==> src/rtl/core_frontend_ctrl_pkg.sv <==
// rtl/core_frontend_ctrl_pkg.sv - shared frontend-control types, op codes and FSM states
package core_frontend_ctrl_pkg;

   // icache maintenance op codes carried on cacop_i / icache_op_o
   typedef enum logic [1:0] {
      CACOP_IDX_INIT = 2'd0,
      CACOP_IDX_INV  = 2'd1,
      CACOP_HIT_INV  = 2'd2,
      CACOP_RSVD     = 2'd3
   } cacop_op_e;

   typedef enum logic [1:0] {
      C_IDLE = 2'd0,
      C_SEND = 2'd1,
      C_WAIT = 2'd2,
      C_DONE = 2'd3
   } cacop_state_e;

   typedef enum logic {
      I_RUN  = 1'b0,
      I_WAIT = 1'b1
   } idle_state_e;

   typedef struct packed {
      logic        valid;
      logic        taken;
      logic [1:0]  br_type;
      logic [31:0] pc;
      logic [31:0] target;
   } bpu_correct_t;

   typedef struct packed {
      logic        rst_jmp;
      logic [31:0] target;
   } frontend_resp_t;

endpackage

==> src/rtl/core_cacop_fsm.sv <==
// rtl/core_cacop_fsm.sv - icache-op handshake sequencer (send, min wait, ready, done)
module core_cacop_fsm
   import core_frontend_ctrl_pkg::*;
#(
   parameter int CACOP_MIN_WAIT = 1
) (
   input  logic        clk,
   input  logic        rst_n,
   input  logic        cacop_valid_i,
   input  logic [1:0]  cacop_i,
   input  logic [31:0] cacop_addr_i,
   input  logic        icache_ready_i,
   output logic        icache_op_valid_o,
   output logic [1:0]  icache_op_o,
   output logic [31:0] icacheop_addr_o,
   output logic        cacop_done_o,
   output logic        cmt_stall_o
);

   localparam int CW = (CACOP_MIN_WAIT < 2) ? 1 : $clog2(CACOP_MIN_WAIT + 1);
   localparam logic [CW-1:0] MIN_CNT = CW'(CACOP_MIN_WAIT);

   cacop_state_e r_state;
   logic [CW-1:0] r_cnt;
   logic          r_busy;
   logic          r_op_valid;
   logic          r_done;
   logic [1:0]    r_op;
   logic [31:0]   r_addr;

   // sequence one op; ready is only trusted once the minimum wait has elapsed
   always_ff @(posedge clk or negedge rst_n) begin
      if (!rst_n) begin
         r_state    <= C_IDLE;
         r_cnt      <= '0;
         r_busy     <= 1'b0;
         r_op_valid <= 1'b0;
         r_done     <= 1'b0;
         r_op       <= 2'd0;
         r_addr     <= 32'd0;
      end else begin
         r_op_valid <= 1'b0;
         r_done     <= 1'b0;
         case (r_state)
            C_IDLE: begin
               if (cacop_valid_i) begin
                  r_state    <= C_SEND;
                  r_op       <= cacop_i;
                  r_addr     <= cacop_addr_i;
                  r_op_valid <= 1'b1;
                  r_busy     <= 1'b1;
               end
            end
            C_SEND: begin
               r_state <= C_WAIT;
               r_cnt   <= '0;
            end
            C_WAIT: begin
               if (r_cnt < MIN_CNT) begin
                  r_cnt <= r_cnt + 1'b1;
               end else if (icache_ready_i) begin
                  r_state <= C_DONE;
                  r_done  <= 1'b1;
                  r_busy  <= 1'b0;
               end
            end
            default: begin
               r_state <= C_IDLE;
            end
         endcase
      end
   end

   // commit must already hold in the cycle the request is taken
   assign cmt_stall_o       = r_busy | ((r_state == C_IDLE) & cacop_valid_i);
   assign icache_op_valid_o = r_op_valid;
   assign icache_op_o       = r_op;
   assign icacheop_addr_o   = r_addr;
   assign cacop_done_o      = r_done;

endmodule

==> src/rtl/core_frontend_ctrl.sv <==
// rtl/core_frontend_ctrl.sv - frontend redirect, BPU training, idle lock and icache-op control
module core_frontend_ctrl
   import core_frontend_ctrl_pkg::*;
#(
   parameter int CACOP_MIN_WAIT = 1
) (
   input  logic         clk,
   input  logic         rst_n,
   input  logic         cmt_redirect_i,
   input  logic [31:0]  cmt_target_i,
   input  logic         ex_mispred_i,
   input  logic [31:0]  ex_target_i,
   input  bpu_correct_t ex_correct_i,
   input  logic         cacop_valid_i,
   input  logic [1:0]   cacop_i,
   input  logic [31:0]  cacop_addr_i,
   output logic         cacop_done_o,
   input  logic         idle_i,
   input  logic         int_pending_i,
   input  logic         icache_ready_i,
   output logic         rst_jmp_o,
   output logic [31:0]  rst_jmp_target_o,
   output bpu_correct_t bpu_correct_o,
   output logic         icache_op_valid_o,
   output logic [1:0]   icache_op_o,
   output logic [31:0]  icacheop_addr_o,
   output logic         wait_inst_o,
   output logic         int_detect_o,
   output logic         cmt_stall_o
);

   frontend_resp_t r_resp;
   logic           r_cmt_d;
   bpu_correct_t   r_bpu;
   idle_state_e    r_istate;
   logic           r_wait;
   logic           r_int;
   logic           w_ex_take;

   // an EX mispredict right after a commit redirect belongs to a flushed instruction
   assign w_ex_take = ex_mispred_i & ~cmt_redirect_i & ~r_cmt_d;

   // redirect pulse and target, commit wins over EX
   always_ff @(posedge clk or negedge rst_n) begin
      if (!rst_n) begin
         r_resp  <= '0;
         r_cmt_d <= 1'b0;
      end else begin
         r_cmt_d <= cmt_redirect_i;
         if (cmt_redirect_i) begin
            r_resp.rst_jmp <= 1'b1;
            r_resp.target  <= cmt_target_i;
         end else if (w_ex_take) begin
            r_resp.rst_jmp <= 1'b1;
            r_resp.target  <= ex_target_i;
         end else begin
            r_resp.rst_jmp <= 1'b0;
         end
      end
   end

   // training info follows any mispredict not overridden by commit; otherwise invalidated
   always_ff @(posedge clk or negedge rst_n) begin
      if (!rst_n) begin
         r_bpu <= '0;
      end else if (ex_mispred_i && !cmt_redirect_i) begin
         r_bpu <= ex_correct_i;
      end else begin
         r_bpu.valid <= 1'b0;
      end
   end

   // idle lock: sleep until an interrupt or a commit redirect
   always_ff @(posedge clk or negedge rst_n) begin
      if (!rst_n) begin
         r_istate <= I_RUN;
         r_wait   <= 1'b0;
         r_int    <= 1'b0;
      end else begin
         r_int <= 1'b0;
         case (r_istate)
            I_RUN: begin
               if (idle_i) begin
                  if (int_pending_i) begin
                     r_int <= 1'b1;
                  end else begin
                     r_istate <= I_WAIT;
                     r_wait   <= 1'b1;
                  end
               end
            end
            default: begin
               if (int_pending_i) begin
                  r_istate <= I_RUN;
                  r_wait   <= 1'b0;
                  r_int    <= 1'b1;
               end else if (cmt_redirect_i) begin
                  r_istate <= I_RUN;
                  r_wait   <= 1'b0;
               end
            end
         endcase
      end
   end

   core_cacop_fsm #(
      .CACOP_MIN_WAIT(CACOP_MIN_WAIT)
   ) u_cacop (
      .clk               (clk),
      .rst_n             (rst_n),
      .cacop_valid_i     (cacop_valid_i),
      .cacop_i           (cacop_i),
      .cacop_addr_i      (cacop_addr_i),
      .icache_ready_i    (icache_ready_i),
      .icache_op_valid_o (icache_op_valid_o),
      .icache_op_o       (icache_op_o),
      .icacheop_addr_o   (icacheop_addr_o),
      .cacop_done_o      (cacop_done_o),
      .cmt_stall_o       (cmt_stall_o)
   );

   assign rst_jmp_o        = r_resp.rst_jmp;
   assign rst_jmp_target_o = r_resp.target;
   assign bpu_correct_o    = r_bpu;
   assign wait_inst_o      = r_wait;
   assign int_detect_o     = r_int;

endmodule

==> config.mk <==
export PLATFORM = sky130hd
export DESIGN_NAME = core_frontend_ctrl
export DESIGN_NICKNAME = d
export VERILOG_FILES = /design/src/rtl/core_frontend_ctrl_pkg.sv /design/src/rtl/core_cacop_fsm.sv /design/src/rtl/core_frontend_ctrl.sv
export SDC_FILE = /design/constraint.sdc
export NUM_CORES = 1
export LEC_CHECK = 0
export ABC_AREA = 1
export CAP_MARGIN = 5
export CORE_ASPECT_RATIO = 0.9
export CORE_MARGIN = 2
export CORE_UTILIZATION = 43
export CTS_CLUSTER_DIAMETER = 30
export DETAILED_ROUTE_END_ITERATION = 8
export HOLD_SLACK_MARGIN = 0.12
export PLACE_DENSITY = 0.85
export SYNTH_ARGS = -nofsm -noshare
export SYNTH_HDL_FRONTEND = slang
export SYNTH_HIERARCHICAL = 1
export SYNTH_SLANG_ARGS = --single-unit
==> constraint.sdc <==
create_clock -name clk -period 4.1 [get_ports clk]
set_input_delay 0.82 -clock clk [delete_from_list [all_inputs] [get_ports clk]]
set_output_delay 0.82 -clock clk [all_outputs]
set_load 0.01 [all_outputs]
==> summary.txt, run 1 <==
Global routing
  • Number of global-route vias before repair: 6025
  • GRT Resource Usage Total: 25.3%
  • Antenna violations before repair: 0
  • Largest net degree at the start of global routing: 103
  • First-pass GRT wire length: just over 30 mm
  • Grt ovf: 0

Floorplan
  • Die width: between 100 and 150 microns
  • # rows: 41
  • Chip Height: approximately 120 microns
  • Core Region: 0.0141 sq mm
  • Ports: ~310
  • DIE AREA: 0.0154 sq mm
  • Starting Density: 44.2%

Synthesis
  • Most numerous cell in the Yosys netlist: nand2_1
  • Yosys top cell by area: dfrtp_1
  • Top_reg_cell synth: dfrtp_1
  • Mean cell area of the mapped netlist: approximately 8.4 sq um
  • Synth Register Bits: 145
  • Top post-synthesis cells by area: dfrtp_1, nand2_1, nand3_1
  • Synthesized netlist cell count: 740
  • Top cells by count, synth: nand2_1, dfrtp_1, nand3_1
  • Synthesized cell area: 0.00621 sq mm
  • Share of Yosys cell area claimed by the top area cell type: 58.4%
  • Net Count, Synth: 918
  • EDFF count, synth: 0
  • Post-synthesis sequential area ratio: around three fifths
  • Synth cell types: 17
  • Asr flop ratio synth: 100%
  • Synth warnings: 6

Drt
  • Mean number of vias per cell: 4.81
  • Number of routed nets with antenna violations: 0
  • Post-DR wirelength/cell: about 15 microns
  • DRT Pass-1 Iters: 5
  • DR vias: 5953
  • 1st-iter DRT viols: 272
  • Final WL: 19.0 mm
  • DRC: 0

Clocking
  • CTS Buffer Depth: 2
  • CTS clk-pin slew, worst paths: 0.06 ns
  • TritonCTS Buffers: 17
  • Worst skew pair latency: 0.41 ns
  • CTS Hold Buffers Added: 0
  • Setup bufs post-CTS: 0
  • Root buffer cell: clkbuf_16
  • H-Tree Depth: 4
  • CTS tree: yes
  • Post_cts resized: 0
  • Clock sinks: 145

Final layout
  • Final Core Density: 71.0%
  • Post-layout net count: 1210
  • Share of layout cells above drive strength 1: under 10%
  • # diodes: 0
  • Area growth, synth to finish: 60.7%

Run
  • Max-cap violations: 0

Timing
  • Setup-failing EPs final: 0
  • Final-report max-slew violation count: 0
  • Worst-Margin Slew: 0.954 ns
  • Max transition margin: a little over a third
  • Final period util: 78.5%
  • RSZ-0062 raised after global routing: no
  • Setup tns final: 0 ns
  • Final Hold Viols: 0
  • Max Clock Freq: a little over 0.3 GHz
  • Setup Skew: between 0.005 and 0.006 ns
  • Tmin final: 3.22 ns

Critical path
  • Setup CP Type: input port to primary output
  • Critical Path AT: between 2 and 2.5 ns
  • Crit path launch type: input port
  • CP max FO: 35
  • Worst Path Required: 3.28 ns
  • Critical path endpoint category: primary output

Placed design
  • Dpl hpwl: 12.9 mm
  • GP Congestion: 0.812
  • PortBufs: ~310

Power
  • PwrDens: 521 mW/mm^2
  • Maximum vdd drop: 294 uV
  • Leak Pwr: 0.00495 uW

Outcome
  • Status: complete, no violations

Worst hold path
  • Worst min path class: register to register
[layer usage]
layer / vias to the layer above / track usage (%) / routed length, microns / part of all wire, %
li1: 2884 / - / - / -
met1: 2777 / 28.4 / 7150 / 38
met2: 256 / 42.5 / 9400 / 50
met3: 36 / 9.82 / 1860 / 9.8
met4: 0 / 10.7 / 561 / 3.0
met5: - / 0 / 0 / 0
[registers in the layout (all words and copies together) (netlist names), 2 cells and up]
register	count
u_cacop/icache_op_o	2
bpu_correct_o	68
u_cacop/r_state	2
rst_jmp_target_o	32
u_cacop/icacheop_addr_o	32
[worst max-delay path, stage by stage]
cell	delay, ns
clkdlybuf4s50_1	0.46
nand2_4	0.33
inv_4	0.04
or2_2	0.27
clkdlybuf4s50_1	0.47
[worst paths after layout]
path / start / to / slack (ns) / cells past startpoint
worst min register to register: bpu_correct_o[55]$_DFFE_PN0P_ / bpu_correct_o[55]$_DFFE_PN0P_ / 0.47 / 2
max in group asynchronous: rst_n / u_cacop/icache_op_o[0]$_DFFE_PN0P_ / 2.77 / 2
worst max register to register: r_cmt_d$_DFF_PN0_ / rst_jmp_target_o[23]$_DFFE_PN0P_ / 2.28 / 5
worst max-delay path: cacop_valid_i / cmt_stall_o / 0.88 / 5
worst min-delay path: bpu_correct_o[55]$_DFFE_PN0P_ / bpu_correct_o[55]$_DFFE_PN0P_ / 0.47 / 2
min in group asynchronous: rst_n / bpu_correct_o[15]$_DFFE_PN0P_ / 0.50 / 1
[stage by stage]
step / instance area (sq um) / hold WS [ns] / instances / total power [uW] / setup slack [ns]
finish: 9970 / 0.466 / 1237 / 5200 / 0.879
global route: 9970 / 0.493 / 1237 / 5470 / 0.831
CTS: 9970 / 0.472 / 1237 / 5250 / 0.871
detailed placement: 9310 / 0.458 / 1206 / 3500 / 0.865
global placement: 9310 / 0.453 / 1206 / 3450 / 0.880
floorplan: 6210 / 0.434 / 740 / 2590 / 2.02
[area by class of cell]
cell class	instances	area [sq um]
well taps	193	241
clock buffers	22	484
multi-input cells	537	2210
inverters	13	56.3
clock inverters	9	178
flip-flops and latches	145	3630
repair buffers	318	3180
fillers	1067	4080
[power by group]
group          switching (uW)  total [uW]  internal [uW]
clock                     573        1710           1140
sequential                172        1910           1740
combinational             745        1570            829
total                    1490        5200           3710
[layout by cell type (no fill, tap or decap), drive strengths merged]
master and n:
nand2 418, bufinv 5, ha 4, nor2 7
o21ai 3, nand3 104, clkinv 1, inv 13
clkinvlp 3, buf 7, clkbuf 22, or2 1
dfrtp 145, clkdlybuf4s50 311
[cell families after synthesis]
kind of cell,share of synthesized area [%]
AND/OR/NAND/NOR,34.5
adder cells (fa/ha/maj),0.806
buffers and inverters,6.01
AO/OA/AOI/OAI,0.242
flip-flops,58.4
Note: power is estimated with default switching activity, not from simulation.
==> inputs of run 2 (changes only) <==
Settings changed: CORE_UTILIZATION 43 to 36, PLACE_DENSITY 0.85 to 0.76.
Clock period 4.1 ns to 2.9 ns, I/O delays scaled along.
==> summary.txt, run 2 (same netlist as run 1, synthesis figures left out) <==
Clocking
  • TritonCTS Buffers: 17
  • Clock sinks: roughly 150
  • Post_cts resized: 0
  • Worst skew pair latency: 0.41 ns
  • CTS Buffer Depth: 2
  • Setup bufs post-CTS: 0
  • CTS tree: yes
  • CTS clk-pin slew, worst paths: around 0.06 ns
  • H-Tree Depth: 4
  • Root buffer cell: clkbuf_16
  • CTS Hold Buffers Added: 0

Drt
  • DRT Pass-1 Iters: 4
  • Post-DR wirelength/cell: 14.9 microns
  • DRC: 0
  • Number of routed nets with antenna violations: 0
  • Final WL: 18.8 mm
  • DR vias: 5847
  • 1st-iter DRT viols: around 260
  • Mean number of vias per cell: between 4 and 5

Global routing
  • Largest net degree at the start of global routing: 63
  • Antenna violations before repair: 0
  • Number of global-route vias before repair: around 5700
  • Grt ovf: 0
  • GRT Resource Usage Total: 20.4%
  • First-pass GRT wire length: 29.2 mm

Floorplan
  • Chip Height: 129 microns
  • Die width: 142 microns
  • Core Region: 0.0169 sq mm
  • # rows: 45
  • DIE AREA: roughly 0.018 sq mm
  • Starting Density: 36.8%
  • Ports: approximately 310

Final layout
  • Post-layout net count: 1216
  • Number of flip-flops in the largest register: roughly 70
  • Layout Cells excl Fill: 1262
  • Share of layout cells above drive strength 1: under 10%
  • Area growth, synth to finish: 60.9%
  • # diodes: 0
  • Commonest cells after routing, fill and taps aside: nand2_1, clkdlybuf4s50_1, dfrtp_1
  • Commonest non-fill, non-tap cell in the layout: nand2_1
  • Fillers: 1518

Timing
  • Worst-Margin Slew: 0.687 ns
  • Final Hold Viols: 0
  • Max Clock Freq: 0.387 GHz
  • Final-report max-slew violation count: 0
  • Tmin final: ~2.6 ns
  • Final period util: 89.0%
  • Setup-failing EPs final: 0
  • Setup tns final: 0 ns
  • RSZ-0062 raised after global routing: no
  • Setup Skew: roughly 0.0069 ns
  • Max transition margin: 54.2%
  • Worst setup margin: 0.319 ns

Critical path
  • CP max FO: 4
  • R2r setup slk: 1.28 ns
  • Critical path, cell by cell: inv_1 -> ha_1 -> nand2_4 -> inv_4 -> or2_2 -> clkdlybuf4s50_1
  • Buffers and inverters on the worst path: 3
  • Worst Path Required: 2.32 ns
  • Critical Path AT: ~2.0 ns
  • Slowest cell delay on critical path: approximately 0.47 ns
  • Critical path endpoint category: primary output
  • Crit path launch type: register
  • Setup CP Type: register to primary output
  • Crit-path slowest cell: clkdlybuf4s50_1
  • Cell family with most CP delay: buffers and inverters

Placed design
  • Dpl hpwl: 13.4 mm
  • GP Congestion: between 0.7 and 0.8
  • DP Worst Slack: a little under 0.4 ns
  • PortBufs: 313
  • Placed cells: 1230

Outcome
  • Status: complete, no violations

Run
  • Max-cap violations: 0

Power
  • PwrDens: 711 mW/mm^2
  • Maximum vdd drop: 458 uV
  • Leak Pwr: 0.00495 uW
  • Design Power: 7110 uW

Worst hold path
  • Worst min path class: input port to async pin
-- run 2: layout make-up --
class | instances | area (sq um) | area share, %
Multi-Input combinational cell | 537 | 2210 | 22.1
Clock buffer | 22 | 474 | 4.75
Timing Repair Buffer | 324 | 3240 | 32.4
Clock inverter | 10 | 124 | 1.24
Sequential cell | 145 | 3630 | 36.3
Inverter | 13 | 56.3 | 0.564
Tap cell | 211 | 264 | 2.64
-- run 2: worst paths after layout --
path,start,endpoint,cells past startpoint
setup / recovery,u_cacop/r_state[0]$_DFFE_PN0P_,cmt_stall_o,6
hold / removal,rst_n,u_cacop/icacheop_addr_o[17]$_DFFE_PN0P_,1
setup reg to reg,r_cmt_d$_DFF_PN0_,rst_jmp_target_o[22]$_DFFE_PN0P_,6
hold reg to reg,bpu_correct_o[55]$_DFFE_PN0P_,bpu_correct_o[55]$_DFFE_PN0P_,2
max in group asynchronous,rst_n,r_cmt_d$_DFF_PN0_,2
min in group clk,bpu_correct_o[55]$_DFFE_PN0P_,bpu_correct_o[55]$_DFFE_PN0P_,2
-- run 2: stage by stage --
| step | hold slack (ns) | cell area [sq um] | util (%) |
|---|---|---|---|
| floorplan | 0.284 | 6210 | - |
| global placement | 0.454 | 9390 | 55.6 |
| detailed placement | 0.457 | 9390 | 55.6 |
| CTS | 0.141 | 9990 | 59.1 |
| global route | 0.175 | 9990 | 59.1 |
| finish | 0.138 | 9990 | 59.1 |
-- run 2: report_power, final --
part | leakage, uW | switching [uW] | internal, uW
logic | 0.00287 | 1030 | 1180
clock network | 0.000288 | 855 | 1350
registers | 0.00179 | 231 | 2460
-- run 2: per-layer routing --
layer	up-vias	GRT usage, %	share of wire [%]
met5	-	0	0
met4	0	6.12	1.9
met3	24	7.78	9.4
met2	249	34.4	47
met1	2673	24.5	42
li1	2901	-	-
==> inputs of run 3 (changes only) <==
Settings changed: ABC_AREA 1 to default, CORE_UTILIZATION 36 to 35.
==> summary.txt, run 3 <==
Outcome
  • Status: complete, no violations

Critical path
  • R2R depth: 5
  • Critical Path AT: 1.89 ns
  • Critical path endpoint category: primary output
  • R2r setup slk: 1.18 ns
  • Worst R2R Start: u_cacop/r_state[1]$_DFFE_PN0P_
  • Worst Path Required: between 2 and 2.5 ns
  • Setup CP Type: register to primary output
  • RR Endpoint: u_cacop/icacheop_addr_o[11]$_DFFE_PN0P_
  • Crit path launch type: register
  • CP max FO: 6

Floorplan
  • Die width: 140 microns
  • Ports: 314
  • Core Region: 0.0162 sq mm
  • DIE AREA: between 0.015 and 0.02 sq mm
  • Starting Density: 36.0%
  • Chip Height: 127 microns
  • # rows: 44

Timing
  • Final Hold Viols: 0
  • Tmin final: 2.47 ns
  • Setup tns final: 0 ns
  • Max Clock Freq: 0.405 GHz
  • Setup Skew: 0.00829 ns
  • Max transition margin: between 60% and 70%
  • Final-report max-slew violation count: 0
  • Setup-failing EPs final: 0
  • Worst setup margin: roughly 0.43 ns
  • Final period util: between 80% and 90%
  • Worst-Margin Slew: 0.584 ns
  • RSZ-0062 raised after global routing: no

Placed design
  • DP Worst Slack: 0.507 ns
  • PortBufs: 313
  • GP Congestion: 0.877
  • Dpl hpwl: 12.1 mm
  • Placed cells: around 920
  • Cell Area, Placed: 0.00925 sq mm

Synthesis
  • Top_reg_cell synth: dfrtp_1
  • Synth Register Bits: about 150
  • Yosys top cell by area: dfrtp_1
  • Most numerous cell in the Yosys netlist: dfrtp_1
  • Net Count, Synth: between 500 and 600
  • Top post-synthesis cells by area: dfrtp_1, mux2_2, mux2i_1
  • Post-synthesis sequential area ratio: around 62%
  • Synth cell types: 31
  • Synthesized netlist cell count: 404
  • Top cells by count, synth: dfrtp_1, mux2_2, mux2i_1
  • Share of Yosys cell area claimed by the top area cell type: approximately three fifths
  • EDFF count, synth: 0
  • Synthesized cell area: 0.00585 sq mm
  • Asr flop ratio synth: 100%
  • Mean cell area of the mapped netlist: 14.5 sq um
  • Synth warnings: 6

Clocking
  • CTS Buffer Depth: 2
  • Clock sinks: 145
  • H-Tree Depth: 4
  • Post_cts resized: 0
  • CTS Hold Buffers Added: 1
  • TritonCTS Buffers: 17
  • Worst skew pair latency: about 0.4 ns
  • Root buffer cell: clkbuf_16
  • Setup bufs post-CTS: 0
  • CTS tree: yes
  • CTS clk-pin slew, worst paths: approximately 0.06 ns

Power
  • Clock network power share: 31.4%
  • Switch Pwr: 1970 uW
  • Combinational share of power: 31.1%
  • Cell-internal power: 5360 uW
  • Leak Pwr: 0.00432 uW
  • Sequential share of power: 37.5%
  • Maximum vdd drop: 528 uV
  • PwrDens: 741 mW/mm^2
  • Switching Fraction: 26.9%

Worst hold path
  • Hold Path Sink: u_cacop/icacheop_addr_o[30]$_DFFE_PN0P_
  • Hold Path Origin: u_cacop/icacheop_addr_o[30]$_DFFE_PN0P_
  • Worst min path class: register to register
  • Worst Hold Depth: 1

Global routing
  • Antenna violations before repair: 0
  • Number of global-route vias before repair: 4883
  • First-pass GRT wire length: approximately 26 mm
  • Grt ovf: 0
  • Largest net degree at the start of global routing: 67
  • GRT Resource Usage Total: 18.5%

Final layout
  • Commonest cells after routing, fill and taps aside: clkdlybuf4s50_1, dfrtp_1, mux2_2
  • Post-layout net count: 907
  • Layout Cells excl Fill: 949
  • Post-route cell area: approximately 0.0099 sq mm
  • Share of layout cells above drive strength 1: 20.9%
  • Number of flip-flops in the largest register: 68
  • Commonest non-fill, non-tap cell in the layout: clkdlybuf4s50_1
  • # diodes: 0
  • Area growth, synth to finish: 69.0%

Drt
  • Final WL: roughly 16 mm
  • Number of routed nets with antenna violations: 0
  • 1st-iter DRT viols: 122
  • Post-DR wirelength/cell: 17.0 microns
  • Mean number of vias per cell: 4.66
  • DRT Pass-1 Iters: 4
  • DRC: 0
  • DR vias: 4422

Run
  • Max-cap violations: 0
[run 3: logic make-up (layout without fill, tap and decap cells)]
kind of cell / after synthesis / after routing / synth area share (%)
AOI/OAI and AO/OA: 38 / 38 / 3.46
xor gates and xnor gates: 1 / 1 / 0.150
adders and majority gates: 4 / 4 / 0.855
buffers and inverters: 30 / 368 / 3.12
DFF: 145 / 145 / 62.0
muxes: 137 / 137 / 26.8
and+or+nand+nor: 49 / 49 / 3.59
[run 3: stage by stage]
step | hold WS (ns) | util, % | power (uW)
final | 0.501 | 60.9 | 7330
after global routing | 0.519 | 60.9 | 7700
after CTS | 0.507 | 60.9 | 7430
after detailed placement | 0.462 | 57.0 | 5080
after global placement | 0.458 | 57.0 | 5000
after floorplan | 0.284 | - | 3700
[run 3: layout make-up]
| class | instances | area [sq um] |
|---|---|---|
| Multi-Input combinational cell | 229 | 2050 |
| Inverter | 8 | 30.0 |
| Timing Repair Buffer | 328 | 3290 |
| Fill cell | 1255 | 6350 |
| Sequential cell | 145 | 3630 |
| Clock inverter | 13 | 174 |
| Tap cell | 207 | 259 |
| Clock buffer | 19 | 453 |
[run 3: worst max-delay path by stage]
stage,slack [ns],startpoint,end
after floorplan,1.10,u_cacop/r_state[0]$_DFFE_PN0P_,cmt_stall_o
after global placement,0.50,cacop_valid_i,cmt_stall_o
after detailed placement,0.51,cacop_valid_i,cmt_stall_o
after CTS,0.39,u_cacop/r_state[0]$_DFFE_PN0P_,cmt_stall_o
after global routing,0.32,u_cacop/r_state[0]$_DFFE_PN0P_,cmt_stall_o
final,0.43,u_cacop/r_state[0]$_DFFE_PN0P_,cmt_stall_o
[run 3: power groups by stage]
| stage | Combinational, uW | Sequential (uW) | Clock (uW) |
|---|---|---|---|
| 2_1_floorplan | 744 | 2960 | 0 |
| 3_3_place_gp | 2250 | 2750 | 0 |
| 3_5_place_dp | 2300 | 2770 | 0 |
| 4_1_cts | 2320 | 2750 | 2360 |
| 5_1_grt | 2440 | 2810 | 2460 |
| 6_report | 2280 | 2740 | 2300 |
[run 3: per-layer routing]
layer | share of wire [%] | global-route usage, %
met1 | 38 | 20.7
met2 | 51 | 32.6
met3 | 9.3 | 7.10
met4 | 1.6 | 6.24
met5 | 0 | 0
[run 3: critical path, cell delays in order, from the launching register on]
cell	delay, ns
dfrtp_1	0.38
inv_1	0.12
ha_1	0.26
nand2_1	0.10
nand2b_1	0.08
clkdlybuf4s50_1	0.54
